## src/rtl/rf_arb_pkg.sv

```systemverilog
// Shared definitions for the register-file arbiter.
//   DATA_W_DEF / ADDR_W_DEF : default data and address widths
//   state_t                 : arbiter FSM state encoding
package rf_arb_pkg;

    localparam int DATA_W_DEF = 32;
    localparam int ADDR_W_DEF = 3;

    typedef enum logic [1:0] {
        IDLE   = 2'd0,
        ACCESS = 2'd1,
        RESP   = 2'd2
    } state_t;

endpackage

```

## src/rtl/rr_arbiter2.sv

```systemverilog
// Two-way round-robin pick.
//   req0, req1 : requests
//   last       : requester granted most recently
//   winner     : chosen requester (0/1); meaningless when neither requests
module rr_arbiter2 (
    input  logic req0,
    input  logic req1,
    input  logic last,
    output logic winner
);

    // On a tie the requester that was not granted last wins; otherwise the
    // sole requester wins.
    assign winner = (req0 && req1) ? ~last : req1;

endmodule

```

## src/rtl/rf_arbiter.sv

```systemverilog
// Arbitrates two requesters onto one single-port-write / single-port-read
// register file. Each operation takes IDLE -> ACCESS -> RESP.
//   clk, reset_n              : clock, synchronous active-low reset
//   req*/wr*/addr*/wdata*     : requester 0/1 operation inputs
//   ack0, ack1                : one-cycle completion pulses
//   rdata                     : last read result
//   busy                      : FSM not in IDLE
//   rf_we/rf_wAddr/rf_wData   : register-file write port
//   rf_rAddr/rf_rData         : register-file combinational read port
module rf_arbiter
    import rf_arb_pkg::*;
#(
    parameter int DATA_W = DATA_W_DEF,
    parameter int ADDR_W = ADDR_W_DEF
) (
    input  logic              clk,
    input  logic              reset_n,
    input  logic              req0,
    input  logic              req1,
    input  logic              wr0,
    input  logic              wr1,
    input  logic [ADDR_W-1:0] addr0,
    input  logic [ADDR_W-1:0] addr1,
    input  logic [DATA_W-1:0] wdata0,
    input  logic [DATA_W-1:0] wdata1,
    output logic              ack0,
    output logic              ack1,
    output logic [DATA_W-1:0] rdata,
    output logic              busy,
    output logic              rf_we,
    output logic [ADDR_W-1:0] rf_wAddr,
    output logic [DATA_W-1:0] rf_wData,
    output logic [ADDR_W-1:0] rf_rAddr,
    input  logic [DATA_W-1:0] rf_rData
);

    state_t            state;
    logic              last;
    logic              winner;
    logic              id_q;
    logic              wr_q;
    logic [ADDR_W-1:0] addr_q;
    logic [DATA_W-1:0] wdata_q;
    logic              we_q;

    rr_arbiter2 u_rr (
        .req0   (req0),
        .req1   (req1),
        .last   (last),
        .winner (winner)
    );

    always_ff @(posedge clk) begin
        if (!reset_n) begin
            state   <= IDLE;
            last    <= 1'b1;
            id_q    <= 1'b0;
            wr_q    <= 1'b0;
            addr_q  <= '0;
            wdata_q <= '0;
            we_q    <= 1'b0;
            ack0    <= 1'b0;
            ack1    <= 1'b0;
            busy    <= 1'b0;
            rdata   <= '0;
        end else begin
            ack0 <= 1'b0;
            ack1 <= 1'b0;
            case (state)
                IDLE: begin
                    if (req0 || req1) begin
                        state   <= ACCESS;
                        busy    <= 1'b1;
                        last    <= winner;
                        id_q    <= winner;
                        wr_q    <= winner ? wr1 : wr0;
                        we_q    <= winner ? wr1 : wr0;
                        addr_q  <= winner ? addr1 : addr0;
                        wdata_q <= winner ? wdata1 : wdata0;
                    end
                end
                ACCESS: begin
                    state <= RESP;
                    we_q  <= 1'b0;
                    if (!wr_q)
                        rdata <= rf_rData;
                    ack0  <= ~id_q;
                    ack1  <= id_q;
                end
                RESP: begin
                    state <= IDLE;
                    busy  <= 1'b0;
                end
                default: begin
                    state <= IDLE;
                    busy  <= 1'b0;
                end
            endcase
        end
    end

    // The register file samples we at the ACCESS->RESP edge; masking with
    // reset_n keeps a write from landing when reset hits that same edge.
    assign rf_we    = we_q & reset_n;
    assign rf_wAddr = addr_q;
    assign rf_wData = wdata_q;
    assign rf_rAddr = addr_q;

endmodule
```

## config.mk

```make
export PLATFORM = sky130hd
export DESIGN_NAME = rf_arbiter
export DESIGN_NICKNAME = d
export VERILOG_FILES = /design/src/rtl/rf_arb_pkg.sv /design/src/rtl/rr_arbiter2.sv /design/src/rtl/rf_arbiter.sv
export SDC_FILE = /design/constraint.sdc
export NUM_CORES = 1
export LEC_CHECK = 0
export CAP_MARGIN = 10
export CELL_PAD_IN_SITES_DETAIL_PLACEMENT = 1
export CELL_PAD_IN_SITES_GLOBAL_PLACEMENT = 2
export CORE_MARGIN = 2
export CORE_UTILIZATION = 20
export CTS_CLUSTER_DIAMETER = 40
export DETAILED_ROUTE_END_ITERATION = 10
export PLACE_DENSITY = 0.79
export SYNTH_ARGS = -nofsm -noshare
export SYNTH_HDL_FRONTEND = slang
export SYNTH_SLANG_ARGS = --single-unit
```

## constraint.sdc

```tcl
create_clock -name clk -period 1.6 [get_ports clk]
set_clock_uncertainty 0.05 [all_clocks]
set_input_delay 0.24 -clock clk [delete_from_list [all_inputs] [get_ports clk]]
set_output_delay 0.24 -clock clk [all_outputs]
set_load 0.03 [all_outputs]
```

; Yosys cells after proc, flatten, opt, wreduce, memory -nomap -nowiden
; Cells that the tools add are included.
[word_totals]
in_bits = 108
ram_bits = 0
n_memories = 0
out_inout_bits = 74
romBits = 0
register_bits = 76
word_cells = 37
latchBits = 0
[classes]
n_lt_le_gt_ge = 0
addsub = 0
bitwise = 5
n_mux = 10
n_div = 0
reduce_logical = 9
shifts = 0
mul = 0
eq_ne = 2
[op_table]
columns = cell, count
row1 = two-way mux 32 bit, 1
row2 = AND reduction 2 bit, 5
row3 = two-way mux 1 bit, 4
row4 = inverter 1 bit, 4
row5 = case mux 1 bit (2 select lines), 2
row6 = case mux 2 bit (2 select lines), 1
row7 = two-way mux 3 bit, 1
row8 = equality test 2 x 1 -> 1 bit (second input constant), 1
row9 = zero test 2 bit, 1
row10 = two-way mux 2 bit, 1
row11 = inequality test 2 bit (second input constant), 1
row12 = nonzero test 2 bit, 1
row13 = bitwise AND 1 bit, 1
row14 = logical AND 1 bit, 1
row15 = logical OR 1 bit, 1

; Longest topological paths before layout
[logic_depth]
word_depth = 5
depth_mapped = 5
ltp_nobuf = 3

; Hierarchy
; Synthesis repeated with hierarchy kept, for this count alone.
[unflattened]
cells_unflattened = 336
area_unflattened_um2 = 3061.7
[by_module_without_submodules]
columns = mod, instances, seq_area_each_um2, area_per_inst_um2, cells_each
row1 = rf_arbiter, 1, 1521.5, 3050.4, 335
row2 = rr_arbiter2, 1, 0.0, 11.3, 1

; Least setup slack after synthesis
; Ideal clock, no wire load.
[synth_path]
kind = flip-flop to flip-flop
start = reg state[0]
end = reg rdata[9]
slack_ns = 0.310
required_ns = 1.409
arrival_time_ns = 1.099
stages_incl_launch_ff = 6
path_buffers = 2
setup_time_ns = 0.141
synth_period_minus_slack_ns = 1.290
path_cell_list = dfxtp_1 or3b_1 buf_2 buf_2 nand2_1 a21oi_1
[synth_between]
elab_chain_cells = 2
[synth_rtl]
columns = item, line_no
row1 = from (decl), rf_arbiter.sv:37  ; state_t state;
row2 = from (signal assigned), rf_arbiter.sv:55  ; state <= IDLE;
row3 = from (signal assigned), rf_arbiter.sv:72  ; state <= ACCESS;
row4 = from (signal assigned), rf_arbiter.sv:83  ; state <= RESP;
row5 = equality test 2 x 1 -> 1 bit, rf_arbiter.sv:69  ; case (state)
row6 = AND reduction 2 bit (no line), --
row7 = to (signal assigned), rf_arbiter.sv:86  ; rdata <= rf_rData;
row8 = to (decl), rf_arbiter.sv:28  ; output logic [DATA_W-1:0] rdata,
; Every way passes these cells.
; A chain may end at the register's enable or synchronous reset.

; Worst setup path after layout
[layout_path]
start = reg state[1]
end = reg wdata_q[7] (netlist: rf_wData[7])
[layout_between]
elab_chain_cells = 2
[layout_rtl]
columns = item, line_no
row1 = zero test 2 bit, rf_arbiter.sv:69
row2 = AND reduction 2 bit (no line), --
row3 = to (signal assigned), rf_arbiter.sv:79  ; wdata_q <= winner ? wdata1 : wdata0;
row4 = to (decl), rf_arbiter.sv:43  ; logic [DATA_W-1:0] wdata_q;
; Every way passes these cells.

==> impl_metrics.tcl <==
set metrics [dict create \
    final-max-slew-violation-count 0 \
    arrival_time_of_data_at_the_critical_path_endpoint_ps 1670 \
    synthesis.area_um2 3220 \
    place_hpwl_um 8550 \
    pin_count_of_the_biggest_net_entering_global_routing 39 \
    grt_first_pass_wirelength_um 18500 \
    place_ws_ps -358 \
    power.static_leakage_nw 2.33 \
    hold_viol_final 0 \
    place.detailed.instances 757 \
    worst_hold_launch "rdata[15]" \
    post_synth_num_cell_types 30 \
    syn-instance-count 375 \
    worst_setup_path_end_kind "flop" \
    worst_setup_path_start_kind "flop" \
    cp.required_ps 1730 \
    timing_worst_slew_pin_value_ps 627 \
    maxSlewHeadroom_pct 58.1 \
    drt-total-wl_um 11800 \
    start_util_pct 20.3 \
    final_setup_violating_endpoints 0 \
    hold-path-endpoint "rdata[15]" \
    dr.pass1.iters 6 \
    worst_slack_ps 68.2 \
    grt_antenna_before_repair 0 \
    yosysSeqAreaShare_pct 47.2 \
    reg2reg_slack_ps 70 \
    cts-root-buf "clkbuf_16" \
    clock.fmax_mhz 653 \
    biggest_fanout_along_the_worst_timing_path 18 \
    grt_pass1_vias 3685 \
    outcome "complete, no violations" \
    max-clock-path-buffers 2 \
    flow.area_growth_from_synthesis_pct 72.5 \
    gp_routability_congestion 0.761 \
    placement_rows 46 \
    dieWidth_um 131 \
    final_period_minus_worst_setup_slack_ps 1530 \
    wl_met2_um 5820 \
    worst-r2r-cell-count 3 \
    gr-usage-all-layers_pct 13.8 \
    cts.clk_slew.worst_paths_ps 60 \
    period_share_pct 95.7 \
    finalSetupTns_ps 0 \
    max_cap_violations 0 \
    die-area_um2 17100 \
    num-nets-final 661 \
    synth.ff_latch_count 76 \
    avgViaCountPerCell 4.38 \
    coreArea_um2 15800 \
    detail-route-antenna-nets 0 \
    clock_sink_count 76 \
    sequential_cell_area_um2 1520 \
    power-per-cell-area_nw_per_um2 1090 \
    cts_max_level 3 \
    drc 0 \
    antenna-diode-count 0 \
    dpl_cell_area_um2 5280 \
    portBuffers 181 \
    clkLatencyLatePin_ps 330 \
    avgRoutedWirePerCell_um 15.3 \
    via_count 3388 \
    fin_area_um2 5550 \
    tritoncts "built" \
    ioPinCount 182 \
    timing.rr.start "state[1]" \
    top_sig_layer "met4" \
    detail_route.iter0.violations 80 \
    hold_path.class "reg2reg" \
    die_h_um 131 \
    multiInputGateArea_um2 1470 \
    critical_path.reg2reg.endpoint "rf_wData[7]" \
    finalNonFillerCells 774 \
    critical_path_class "reg2reg" \
    cts-buffers-inserted 9 \
    worst_hold_path.num_cells 2 \
    post_route_cells_drive_above_1_share_pct 10.9 \
    layout_fillers 1853 \
    cts_setup_buffers 0 \
    yosysWarnings 0 \
    peakVddDrop_mv 0.480 \
    global_route.overflow_total 0 \
    met3RoutedLength_um 972 \
    avgSynthCellArea_um2 8.59 \
    synthesized_nets 483 \
    routedLengthMet1_um 4910 \
]
-- per-stage QoR --
step | power, W | hold WS (ps) | utilization [%]
floorplan | 0.00308 | 262 | -
global placement | 0.00382 | 391 | 33.4
detailed placement | 0.00385 | 399 | 33.4
CTS | 0.00619 | 387 | 35.0
global route | 0.00638 | 401 | 35.1
finish | 0.00608 | 401 | 35.1
-- routing by layer --
layer	vias up	track usage (%)
li1	1648	-
met1	1614	15.2
met2	117	24.8
met3	9	5.74
met4	0	3.44
met5	-	0
-- final cells by class --
cell class	count	area share, %
flip-flops and latches	76	27.4
clock inverters	6	2.00
multi-input cells	263	26.5
inverters	2	0.135
clock buffers	10	4.30
repair buffers	201	34.8
well taps	216	4.87
-- critical path, cell delays in order (launching register included) --
cell	delay, ps
dfxtp_1	310
or2_4	300
nor2_4	520
a311oi_2	190
-- worst max-delay path by stage --
| stage | start | endpoint | slack [ps] | depth (start not counted) |
|---|---|---|---|---|
| global route | state[1] | rf_rAddr[1] | -4 | 3 |
| floorplan | state[0] | rdata[9] | 310 | 5 |
| CTS | req0 | rf_wData[22] | 20 | 4 |
| detailed placement | req0 | rf_wData[10] | -360 | 4 |
| global placement | req0 | rf_wData[6] | -280 | 4 |
| finish | state[1] | rf_wData[7] | 70 | 3 |
-- cell usage in the layout, fill, tap and decap left out, types with 3 or more instances in the layout --
cell	n
a21oi_1	69
a311oi_1	19
a311oi_2	16
buf_12	5
buf_4	16
bufinv_16	3
clkbuf_16	9
clkdlybuf4s50_1	107
dfxtp_1	76
dlygate4sd2_1	73
nand2_1	134
nand3_1	3
-- sequential cells by signal, indices dropped and copies added (netlist names) --
| register | flops |
|---|---|
| rf_rAddr | 3 |
| id_q | 1 |
| we_q | 1 |
| wr_q | 1 |
| last | 1 |
| state | 2 |
| rdata | 32 |
| busy | 1 |
| rf_wData | 32 |
| ack0 | 1 |
| ack1 | 1 |
-- what timing repair did --
action / in CTS / in global routing
hold endpoints to repair: 0 / 0
setup endpoints to repair: 73 / 36
pin swaps: 0 / 1
hold buffers: 0 / 0
resized for setup: 73 / 0
cloned: 0 / 1
-- report_power, final --
| part | internal (W) | switching [W] |
|---|---|---|
| clock network | 0.00157 | 0.000827 |
| logic | 0.000654 | 0.000873 |
| registers | 0.00207 | 0.0000932 |
| total | 0.00429 | 0.00179 |
-- cells in the mapped netlist --
master       n  area share [%]
a211oi_1     1            0.23
a21bo_1      1            0.31
a21boi_4     1            0.58
a21oi_1     69              11
a311oi_1    19             5.2
a311oi_2    16             7.5
and2_1       2            0.39
buf_2       11             1.7
buf_4        8             1.9
buf_6        9             3.1
clkbuf_1     7            0.82
clkinv_1     1            0.12
dfxtp_1     76              47
inv_1        1            0.12
mux2i_1      1            0.31
nand2_1    134              16
nand3_1      3            0.47
nor2_1       1            0.12
nor2_2       1            0.19
nor2_8       1            0.62
nor2b_1      2            0.39
nor3b_1      1            0.23
nor3b_2      1            0.39
o21a_1       1            0.23
o21ai_0      2            0.31
o21bai_1     1            0.23
o2bb2ai_1    1            0.27
or2_1        1            0.19
or2_4        1            0.27
or3b_1       1            0.27
-- cells by family (layout without fill, tap and decap cells) --
group           after synthesis  count (layout)  share of synthesized area [%]
compound gates              112             112                           25.5
buf+inv                      37             219                           7.77
flops                        76              76                           47.2
mux                           1               1                          0.311
simple gates                149             150                           19.2
Note: power is estimated with default switching activity, not from simulation.
